## config.mk

```make
export PLATFORM = sky130hd
export DESIGN_NAME = muldiv_issue_ctrl_flat
export DESIGN_NICKNAME = d
export VERILOG_FILES = /design/src/rtl/muldiv_issue_ctrl_if.sv /design/src/rtl/muldiv_issue_ctrl.sv /design/src/flat_wrapper.sv
export SDC_FILE = /design/constraint.sdc
export NUM_CORES = 1
export LEC_CHECK = 0
export CORE_MARGIN = 4
export CORE_UTILIZATION = 35
export CTS_CLUSTER_SIZE = 25
export DETAILED_ROUTE_END_ITERATION = 10
export GPL_TIMING_DRIVEN = 0
export PLACE_DENSITY_LB_ADDON = 0.05
export SLEW_MARGIN = 20
export SYNTH_ARGS = -nofsm -noshare
export SYNTH_HDL_FRONTEND = slang
export SYNTH_SLANG_ARGS = --single-unit
```

## constraint.sdc

```tcl
create_clock -name clk -period 2.5 [get_ports clk]
set_clock_uncertainty 0.2 [all_clocks]
set_input_delay 0.5 -clock clk [delete_from_list [all_inputs] [get_ports clk]]
set_output_delay 0.5 -clock clk [all_outputs]
set_load 0.005 [all_outputs]
```

## src/rtl/muldiv_issue_ctrl_if.sv

```systemverilog
// Handshake bundle between the ID stage / writeback arbiter and the
// multiply/divide issue controller.
interface muldiv_issue_ctrl_if;
  logic       md_valid_ID;
  logic [2:0] md_op_ID;
  logic [4:0] rd_ID;
  logic [4:0] rs1_ID;
  logic [4:0] rs2_ID;
  logic       rs1use_ID;
  logic       rs2use_ID;
  logic       flush_ID;
  logic       wb_ready;

  logic       unit_start;
  logic [2:0] unit_op;
  logic       md_stall;
  logic       busy;
  logic [4:0] busy_rd;
  logic       md_wb_en;
  logic [4:0] md_wb_rd;

  modport slave (
    input  md_valid_ID, md_op_ID, rd_ID, rs1_ID, rs2_ID,
           rs1use_ID, rs2use_ID, flush_ID, wb_ready,
    output unit_start, unit_op, md_stall, busy, busy_rd, md_wb_en, md_wb_rd
  );

  modport master (
    output md_valid_ID, md_op_ID, rd_ID, rs1_ID, rs2_ID,
           rs1use_ID, rs2use_ID, flush_ID, wb_ready,
    input  unit_start, unit_op, md_stall, busy, busy_rd, md_wb_en, md_wb_rd
  );
endinterface

```

## src/rtl/muldiv_issue_ctrl.sv

```systemverilog
// Issue controller for the shared iterative mul/div unit: starts operations,
// counts their fixed latency, raises stalls and owns the RF write port when done.
module muldiv_issue_ctrl #(
  parameter int MUL_LAT = 4,
  parameter int DIV_LAT = 33
) (
  input  logic                  clk,
  input  logic                  rst_n,
  muldiv_issue_ctrl_if.slave    md
);

  typedef enum logic [1:0] {
    IDLE = 2'd0,
    RUN  = 2'd1,
    DONE = 2'd2
  } state_t;

  localparam logic [5:0] MUL_CNT0 = 6'(MUL_LAT - 1);
  localparam logic [5:0] DIV_CNT0 = 6'(DIV_LAT - 1);

  state_t     state_q, state_d;
  logic [5:0] cnt_q, cnt_d;
  logic [2:0] op_q, op_d;
  logic [4:0] rd_q, rd_d;

  logic busy;
  logic done;
  logic dep_hit;
  logic port_free;
  logic issue;

  always_comb begin
    busy      = (state_q != IDLE);
    done      = (state_q == DONE);
    dep_hit   = busy && (rd_q != 5'd0) &&
                ((md.rs1use_ID && (md.rs1_ID == rd_q)) ||
                 (md.rs2use_ID && (md.rs2_ID == rd_q)));
    // The unit can accept a new op when idle, or when the finished result
    // leaves through the write port in this very cycle.
    port_free = (state_q == IDLE) || (done && md.wb_ready);
    // rst_n gating keeps every output at 0 while reset is held.
    issue     = rst_n && md.md_valid_ID && !md.flush_ID && port_free && !dep_hit;
  end

  assign md.unit_start = issue;
  assign md.unit_op    = op_q;
  assign md.md_stall   = rst_n && !md.flush_ID &&
                         ((md.md_valid_ID && !issue) || dep_hit);
  assign md.busy       = busy;
  assign md.busy_rd    = busy ? rd_q : 5'd0;
  assign md.md_wb_en   = done && md.wb_ready;
  assign md.md_wb_rd   = done ? rd_q : 5'd0;

  always_comb begin
    state_d = state_q;
    cnt_d   = cnt_q;
    op_d    = op_q;
    rd_d    = rd_q;

    unique case (state_q)
      IDLE: ;
      RUN: begin
        if (cnt_q == 6'd1) begin
          state_d = DONE;
        end else begin
          cnt_d = cnt_q - 6'd1;
        end
      end
      DONE: begin
        if (md.wb_ready) begin
          state_d = IDLE;
        end
      end
      default: state_d = IDLE;
    endcase

    // A new issue overrides the retire path above (back-to-back from DONE).
    if (issue) begin
      state_d = RUN;
      op_d    = md.md_op_ID;
      rd_d    = md.rd_ID;
      cnt_d   = md.md_op_ID[2] ? DIV_CNT0 : MUL_CNT0;
    end
  end

  always_ff @(posedge clk or negedge rst_n) begin
    if (!rst_n) begin
      state_q <= IDLE;
      cnt_q   <= 6'd0;
      op_q    <= 3'd0;
      rd_q    <= 5'd0;
    end else begin
      state_q <= state_d;
      cnt_q   <= cnt_d;
      op_q    <= op_d;
      rd_q    <= rd_d;
    end
  end

endmodule

```

## src/flat_wrapper.sv

```systemverilog
// flat-port wrapper written by rule: the top's interface ports become plain ports
module muldiv_issue_ctrl_flat 
#(
  parameter int MUL_LAT = 4,
  parameter int DIV_LAT = 33
)
  (clk, rst_n, md_md_valid_ID, md_md_op_ID, md_rd_ID, md_rs1_ID, md_rs2_ID, md_rs1use_ID, md_rs2use_ID, md_flush_ID, md_wb_ready, md_unit_start, md_unit_op, md_md_stall, md_busy, md_busy_rd, md_md_wb_en, md_md_wb_rd);
  muldiv_issue_ctrl_if md_i ();
  input  logic clk;
  input  logic rst_n;
  input wire logic [$bits(md_i.md_valid_ID)-1:0] md_md_valid_ID;
  input wire logic [$bits(md_i.md_op_ID)-1:0] md_md_op_ID;
  input wire logic [$bits(md_i.rd_ID)-1:0] md_rd_ID;
  input wire logic [$bits(md_i.rs1_ID)-1:0] md_rs1_ID;
  input wire logic [$bits(md_i.rs2_ID)-1:0] md_rs2_ID;
  input wire logic [$bits(md_i.rs1use_ID)-1:0] md_rs1use_ID;
  input wire logic [$bits(md_i.rs2use_ID)-1:0] md_rs2use_ID;
  input wire logic [$bits(md_i.flush_ID)-1:0] md_flush_ID;
  input wire logic [$bits(md_i.wb_ready)-1:0] md_wb_ready;
  output wire logic [$bits(md_i.unit_start)-1:0] md_unit_start;
  output wire logic [$bits(md_i.unit_op)-1:0] md_unit_op;
  output wire logic [$bits(md_i.md_stall)-1:0] md_md_stall;
  output wire logic [$bits(md_i.busy)-1:0] md_busy;
  output wire logic [$bits(md_i.busy_rd)-1:0] md_busy_rd;
  output wire logic [$bits(md_i.md_wb_en)-1:0] md_md_wb_en;
  output wire logic [$bits(md_i.md_wb_rd)-1:0] md_md_wb_rd;
  assign md_i.md_valid_ID = md_md_valid_ID;
  assign md_i.md_op_ID = md_md_op_ID;
  assign md_i.rd_ID = md_rd_ID;
  assign md_i.rs1_ID = md_rs1_ID;
  assign md_i.rs2_ID = md_rs2_ID;
  assign md_i.rs1use_ID = md_rs1use_ID;
  assign md_i.rs2use_ID = md_rs2use_ID;
  assign md_i.flush_ID = md_flush_ID;
  assign md_i.wb_ready = md_wb_ready;
  assign md_unit_start = md_i.unit_start;
  assign md_unit_op = md_i.unit_op;
  assign md_md_stall = md_i.md_stall;
  assign md_busy = md_i.busy;
  assign md_busy_rd = md_i.busy_rd;
  assign md_md_wb_en = md_i.md_wb_en;
  assign md_md_wb_rd = md_i.md_wb_rd;
  muldiv_issue_ctrl #(.MUL_LAT(MUL_LAT), .DIV_LAT(DIV_LAT)) u_core (.clk(clk), .rst_n(rst_n), .md(md_i));
endmodule
```

==> out/qor.yml, run 1 <==
status: "complete, no violations"
ir_worst_vdd_mv: 0.630
cp_max_fo: 4
vias_per_cell: 4.88
ys_warn_count: 0
ys_ff_latch: 16
finalWeightedCongestion: 0.684
h-tree-depth: 1
routedWlPerCell_um: 14.2
cp.arrival_ns: 1.74
fin_nets: 176
io_pins: 42
syn_to_final_growth_pct: 56.0
worstReg2RegStart: "u_core.rd_q[3]$_DFFE_PN0P_"
hold_viol_final: 0
worst_setup_path_start_kind: "flip-flop"
placed_cell_area_mm2: 0.00145
ys_async_sr_fraction_pct: 100
yosysSeqAreaShare_pct: 40.1
relSlewSlack_pct: 51.1
die_x_um: 61.4
clkLatencyLatePin_ns: 0.29
fin_area_mm2: 0.00156
crit_chain: "buf_4, nor2_2, a21oi_2, a2111oi_4, buf_6, buf_2"
synthCells: 96
cp_data_required_time_ns: 1.80
clk_pin_slew_ns: 0.10
grt_pass1_wl_mm: 4.15
synth_top_area_cell: "dfrtp_1"
synth_top_area_share_pct: 40.1
setup_viol: 0
crit_path_end_kind: "output pin"
maxCapViolCount: 0
yosys-top-cells-area: "dfrtp_1, xnor2_1, mux2_2"
syn_area_um2: 998
vias: 874
io_buffers: 41
worst-setup-path-type: "reg2out"
cts_inserted_buffers: 3
worst_pin_slew_ns: 0.730
grt_max_degree: 17
hold_path.class: "reg2reg"
period_share_pct: 97.6
dr.pass1.iters: 2
drc: 0
clock_path_buffers: 2
clock-sinks: 16
rsz0062_at_grt: "yes"
holdPathEnd: "u_core.md.unit_op[0]$_DFFE_PN0P_"
slew_viol_final: 0
utilization_pct: 57.0
hold_depth: 1
hp-start: "u_core.md.unit_op[0]$_DFFE_PN0P_"
postRouteAntennaNets: 0
die-area_mm2: 0.00377
critical-path-top-delay-family: "compound AO/OA/AOI/OAI gates"
syn_avg_cell_area_um2: 10.4
drt-initial-drc-count: 10
grt_pass1_vias: 899
antenna_found_initial: 0
worst-path-buf-inv: 3
fmax_mhz: 410
track_usage_pct: 15.1
r2r-end: "u_core.rd_q[2]$_DFFE_PN0P_"
placementRows: 19
setup_tns_ns: 0
antenna_cells: 0
p_leak_nw: 0.648
finalPower_mw: 1.54
power_density_mw_per_mm2: 990
initial_core_util_pct: 36.5
die_h_um: 61.4
slowest_stage: "dfrtp_2"
drt_wl_total_mm: 2.55
synth-edff-count: 0
min_period_ns: 2.44
ys_types: 27
cts_tree: "built"
holdWs_ns: 0.318
drive_gt1_share_pct: 25.7
syn_nets: 123
reg2reg_depth: 7
overflow: 0
max_stage_delay_ns: 0.46
cts_root_buf: "clkbuf_4"
post-dp-hpwl_mm: 1.87
reg2reg_slack_ns: 0.34
core_mm2: 0.00273
synth_flop_cell: "dfrtp_1"
==> how the worst max path moves through the flow <==
stage | depth (start not counted) | slack [ns] | end | from
after detailed placement | 5 | -1.36 | md_unit_start | rst_n
after global routing | 6 | -0.09 | md_md_stall | u_core.rd_q[3]$_DFFE_PN0P_
after global placement | 5 | -1.32 | md_unit_start | rst_n
after CTS | 6 | 0.01 | md_md_stall | u_core.rd_q[3]$_DFFE_PN0P_
final | 6 | 0.06 | md_unit_start | u_core.rd_q[3]$_DFFE_PN0P_
after floorplan | 5 | 0.24 | md_unit_start | md_rs1_ID[4]
==> cell families after synthesis <==
| logic type | count (synthesis) | share of synthesized area, % |
|---|---|---|
| muxes | 12 | 14.4 |
| DFF | 16 | 40.1 |
| AOI/OAI and AO/OA | 10 | 8.77 |
| adders and majority gates | 2 | 2.51 |
| buffers and inverters | 6 | 3.01 |
| xor gates and xnor gates | 13 | 11.4 |
| and+or+nand+nor | 37 | 19.8 |
==> per-layer routing <==
metal  track usage [%]  vias to the layer above  routed length [um]
met4              5.45                        0                  29
met5                 0                        -                   0
li1                  -                      428                   -
met1              18.7                      416                1110
met2              25.2                       26                1240
met3              4.40                        4                 173
==> sequential cells by signal, indices dropped and copies added (netlist names) <==
register           flops
u_core.cnt_q           6
u_core.rd_q            5
u_core.md.unit_op      3
u_core.state_q         2
==> cell usage in the layout, fill, tap and decap left out, types with 2 or more instances in the layout <==
master | Yosys | layout
mux2_4 | 3 | 3
buf_2 | 0 | 2
clkbuf_4 | 0 | 3
xnor2_2 | 0 | 2
mux2i_1 | 2 | 2
nand4_1 | 2 | 2
ha_1 | 2 | 2
inv_1 | 5 | 5
nor2b_1 | 7 | 6
o21ai_0 | 2 | 2
dlygate4sd2_1 | 0 | 11
buf_4 | 0 | 6
xor2_1 | 2 | 2
nand2_1 | 7 | 7
mux2_2 | 7 | 7
nor3_1 | 4 | 3
nand2b_1 | 2 | 2
dfrtp_1 | 16 | 11
nor2_1 | 5 | 3
clkdlybuf4s50_1 | 0 | 28
dfrtp_2 | 0 | 5
xnor2_1 | 11 | 9
a21oi_1 | 3 | 2
and2_1 | 6 | 6
==> layout make-up <==
type                            instances  area [um^2]
Multi-Input combinational cell         74          604
Tap cell                               31         38.8
Timing Repair Buffer                   48          442
Inverter                                5         18.8
Fill cell                             259         1180
Sequential cell                        16          407
Buffer                                  1         11.3
Clock buffer                            4         36.3
==> power by group <==
part	internal (mW)	leakage (nW)	switching, mW	total, mW
registers	0.392	0.189	0.175	0.567
clock network	0.0887	0.0210	0.0858	0.175
logic	0.496	0.438	0.304	0.801
==> cells in the mapped netlist, drive strengths merged, types with 2 or more instances <==
| library cell | n |
|---|---|
| inv | 5 |
| mux2 | 10 |
| nand2b | 2 |
| a21oi | 3 |
| nand4 | 2 |
| dfrtp | 16 |
| and2 | 6 |
| nand2 | 7 |
| ha | 2 |
| nor2 | 5 |
| nor2b | 7 |
| xnor2 | 11 |
| o21ai | 2 |
| mux2i | 2 |
| nor3 | 4 |
| xor2 | 2 |
==> what timing repair did <==
| action | 4_1_cts | 5_1_grt |
|---|---|---|
| pin swaps | 7 | 1 |
| gates resized for setup | 29 | 4 |
| endpoints found under the hold margin | 16 | 0 |
| hold buffers | 1 | 0 |
| cloned | 0 | 0 |
| setup buffers | 5 | 1 |
| endpoints found under the setup margin | 17 | 8 |
==> through the flow <==
stage | cells | setup WS, ns
2_1_floorplan | 96 | 0.235
3_3_place_gp | 168 | -1.32
3_5_place_dp | 168 | -1.36
4_1_cts | 178 | 0.0106
5_1_grt | 179 | -0.0878
6_report | 179 | 0.0603
Note: power is estimated with default switching activity, not from simulation.
==> run 2: changes to the inputs <==
--- a/config.mk
+++ b/config.mk
@@ -9,6 +9,7 @@
 export CORE_UTILIZATION = 35
 export CTS_CLUSTER_SIZE = 25
 export DETAILED_ROUTE_END_ITERATION = 10
+export DONT_BUFFER_PORTS = 1
 export GPL_TIMING_DRIVEN = 0
 export PLACE_DENSITY_LB_ADDON = 0.05
 export SLEW_MARGIN = 20
==> run 2 against run 1 <==
Critical path depth is the same. Design area decreased by 27%. Setup slack got worse by 0.042 ns. Die area stayed put. Wire length is 16% lower. Register-to-register slack got worse by 0.05 ns. Count of clock-buffer cells in the layout is the same. Clock power barely moved. Combinational power down 32%. Fmax down 1.7%. Non-clock buffer count fell by 42. Critical endpoint unchanged. Hold slack lost 0.23 ns.
==> out/qor.yml, run 2 (synthesis results as in run 1) <==
status: "complete, no violations"
hold_depth: 1  # unchanged
hold_path.class: "in2reg"
drc: 0  # unchanged
core_mm2: 0.00273  # unchanged
initial_core_util_pct: 36.5  # unchanged
finalWeightedCongestion: 0.663  # -3.2%
io_buffers: 0  # -100%
slew_viol_final: 0  # unchanged
rsz0062_at_grt: "yes"
io_pins: 42  # unchanged
clock-sinks: 16  # unchanged
relSlewSlack_pct: 50.4  # -0.76 points
fin_nets: 134  # -24%
clkLatencyLatePin_ns: 0.29  # about the same
drt_wl_total_mm: 2.15  # -16%
pre_cts_ws_ns: -0.0888  # +1.27 ns
clk_pin_slew_ns: 0.10  # about the same
grt_max_degree: 17  # unchanged
ir_worst_vdd_mv: 0.495  # -22%
cts_inserted_buffers: 3  # unchanged
die_h_um: 61.4  # unchanged
p_leak_nw: 0.460  # -29%
cp.arrival_ns: 1.78  # +0.04 ns
drt-initial-drc-count: 9  # -1
power_density_mw_per_mm2: 1120  # +13%
worst_pin_slew_ns: 0.742  # +0.0113 ns
vias: 708  # -19%
cts_root_buf: "clkbuf_4"
cp_max_fo: 10  # +6
fin_area_mm2: 0.00114  # -27%
final_cell_mix: "xnor2_1, dfrtp_1, nor2b_1, nand2_1, mux2_2"
antenna_cells: 0  # unchanged
routedWlPerCell_um: 15.7  # +10%
vias_per_cell: 5.17  # +5.8%
fmax_mhz: 403  # -1.7%
syn_to_final_growth_pct: 14.5
grt_pass1_wl_mm: 3.37  # -19%
postRouteAntennaNets: 0  # unchanged
top_register: "u_core.cnt_q"
drive_gt1_share_pct: 27.4  # +1.7 points
cts_tree: "built"
dr.pass1.iters: 2  # unchanged
final-seq-area_um2: 407  # unchanged
maxCapViolCount: 0  # unchanged
finalPower_mw: 1.28  # -17%
die_x_um: 61.4  # unchanged
grt_pass1_vias: 740  # -18%
clock_path_buffers: 2  # unchanged
die-area_mm2: 0.00377  # unchanged
track_usage_pct: 12.4  # -2.8 points
cp_data_required_time_ns: 1.80  # about the same
min_period_ns: 2.48  # +0.0420 ns
placementRows: 19  # unchanged
multi_input_area_um2: 576  # -4.8%
setup_viol: 0  # unchanged
utilization_pct: 41.8  # -15 points
overflow: 0  # unchanged
largest_reg_flops: 6  # unchanged
h-tree-depth: 1  # unchanged
fin_ws_ns: 0.0183  # -0.0420 ns
worst_setup_path_start_kind: "flip-flop"
antenna_found_initial: 0  # unchanged
hold_viol_final: 0  # unchanged
worst-setup-path-type: "reg2out"
fillers: 285  # +10%
crit_path_end_kind: "output pin"
period_share_pct: 99.3  # +1.7 points
reg2reg_depth: 8  # +1
holdWs_ns: 0.0887  # -0.229 ns
post-dp-hpwl_mm: 1.60  # -15%
placed_cell_area_mm2: 0.00104  # -28%
run 2: changes by cell type in the layout (fill, tap and decap cells not counted), moves of 2 or more:
cell             delta
clkdlybuf4s50_1    -28
dlygate4sd2_1      -11
buf_2               -2
xnor2_1             +2
xnor2_2             -2
run 2: critical path: stages, from the launching register on:
cell and delay, ns:
dfrtp_2 0.46, xnor2_1 0.14, nand4_1 0.11, o22ai_2 0.12
a2111oi_4 0.33, buf_4 0.19, buf_12 0.13
run 2: final timing paths:
path | start | end | slack, ns
worst min register to register | u_core.md.unit_op[2]$_DFFE_PN0P_ | u_core.md.unit_op[2]$_DFFE_PN0P_ | 0.35
worst max register to register | u_core.rd_q[4]$_DFFE_PN0P_ | u_core.cnt_q[5]$_DFFE_PN0P_ | 0.29
min in group asynchronous | rst_n | u_core.cnt_q[5]$_DFFE_PN0P_ | 0.51
worst max-delay path | u_core.rd_q[4]$_DFFE_PN0P_ | md_unit_start | 0.02
max in group asynchronous | rst_n | u_core.rd_q[1]$_DFFE_PN0P_ | 1.08
worst min-delay path | md_md_op_ID[2] | u_core.cnt_q[1]$_DFFE_PN0P_ | 0.09
run 2: routing by layer:
layer | global-route usage (%) | wire, um | vias to the layer above
li1 | - | - | 347
met1 | 14.5 | 883 | 333
met2 | 20.4 | 1040 | 26
met3 | 5.03 | 209 | 2
met4 | 4.55 | 17 | 0
met5 | 0 | 0 | -
run 2: timing repair:
| action | 4_1_cts | 5_1_grt |
|---|---|---|
| hold buffers | 1 | 0 |
| pin swaps | 2 | 1 |
| gates resized for setup | 8 | 1 |
| setup buffers | 4 | 1 |
| endpoints found under the hold margin | 16 | 0 |
| setup endpoints to repair | 4 | 1 |
run 2: final cells by class:
class	instances	share of cell area, %
Clock buffer	4	3.17
Inverter	5	1.64
Timing Repair Buffer	6	4.16
Buffer	1	1.75
Multi-Input combinational cell	74	50.3
Sequential cell	16	35.6
Tap cell	31	3.39
run 2: power by group:
group          internal [mW]  switching, mW
sequential             0.392          0.167
clock                 0.0887         0.0838
combinational          0.300          0.245
total                  0.781          0.496
run 2: through the flow:
step / setup TNS (ns) / instances
floorplan: 0 / 96
global placement: -0.0270 / 127
detailed placement: -0.152 / 127
CTS: 0 / 136
global route: -0.0830 / 137
finish: 0 / 137
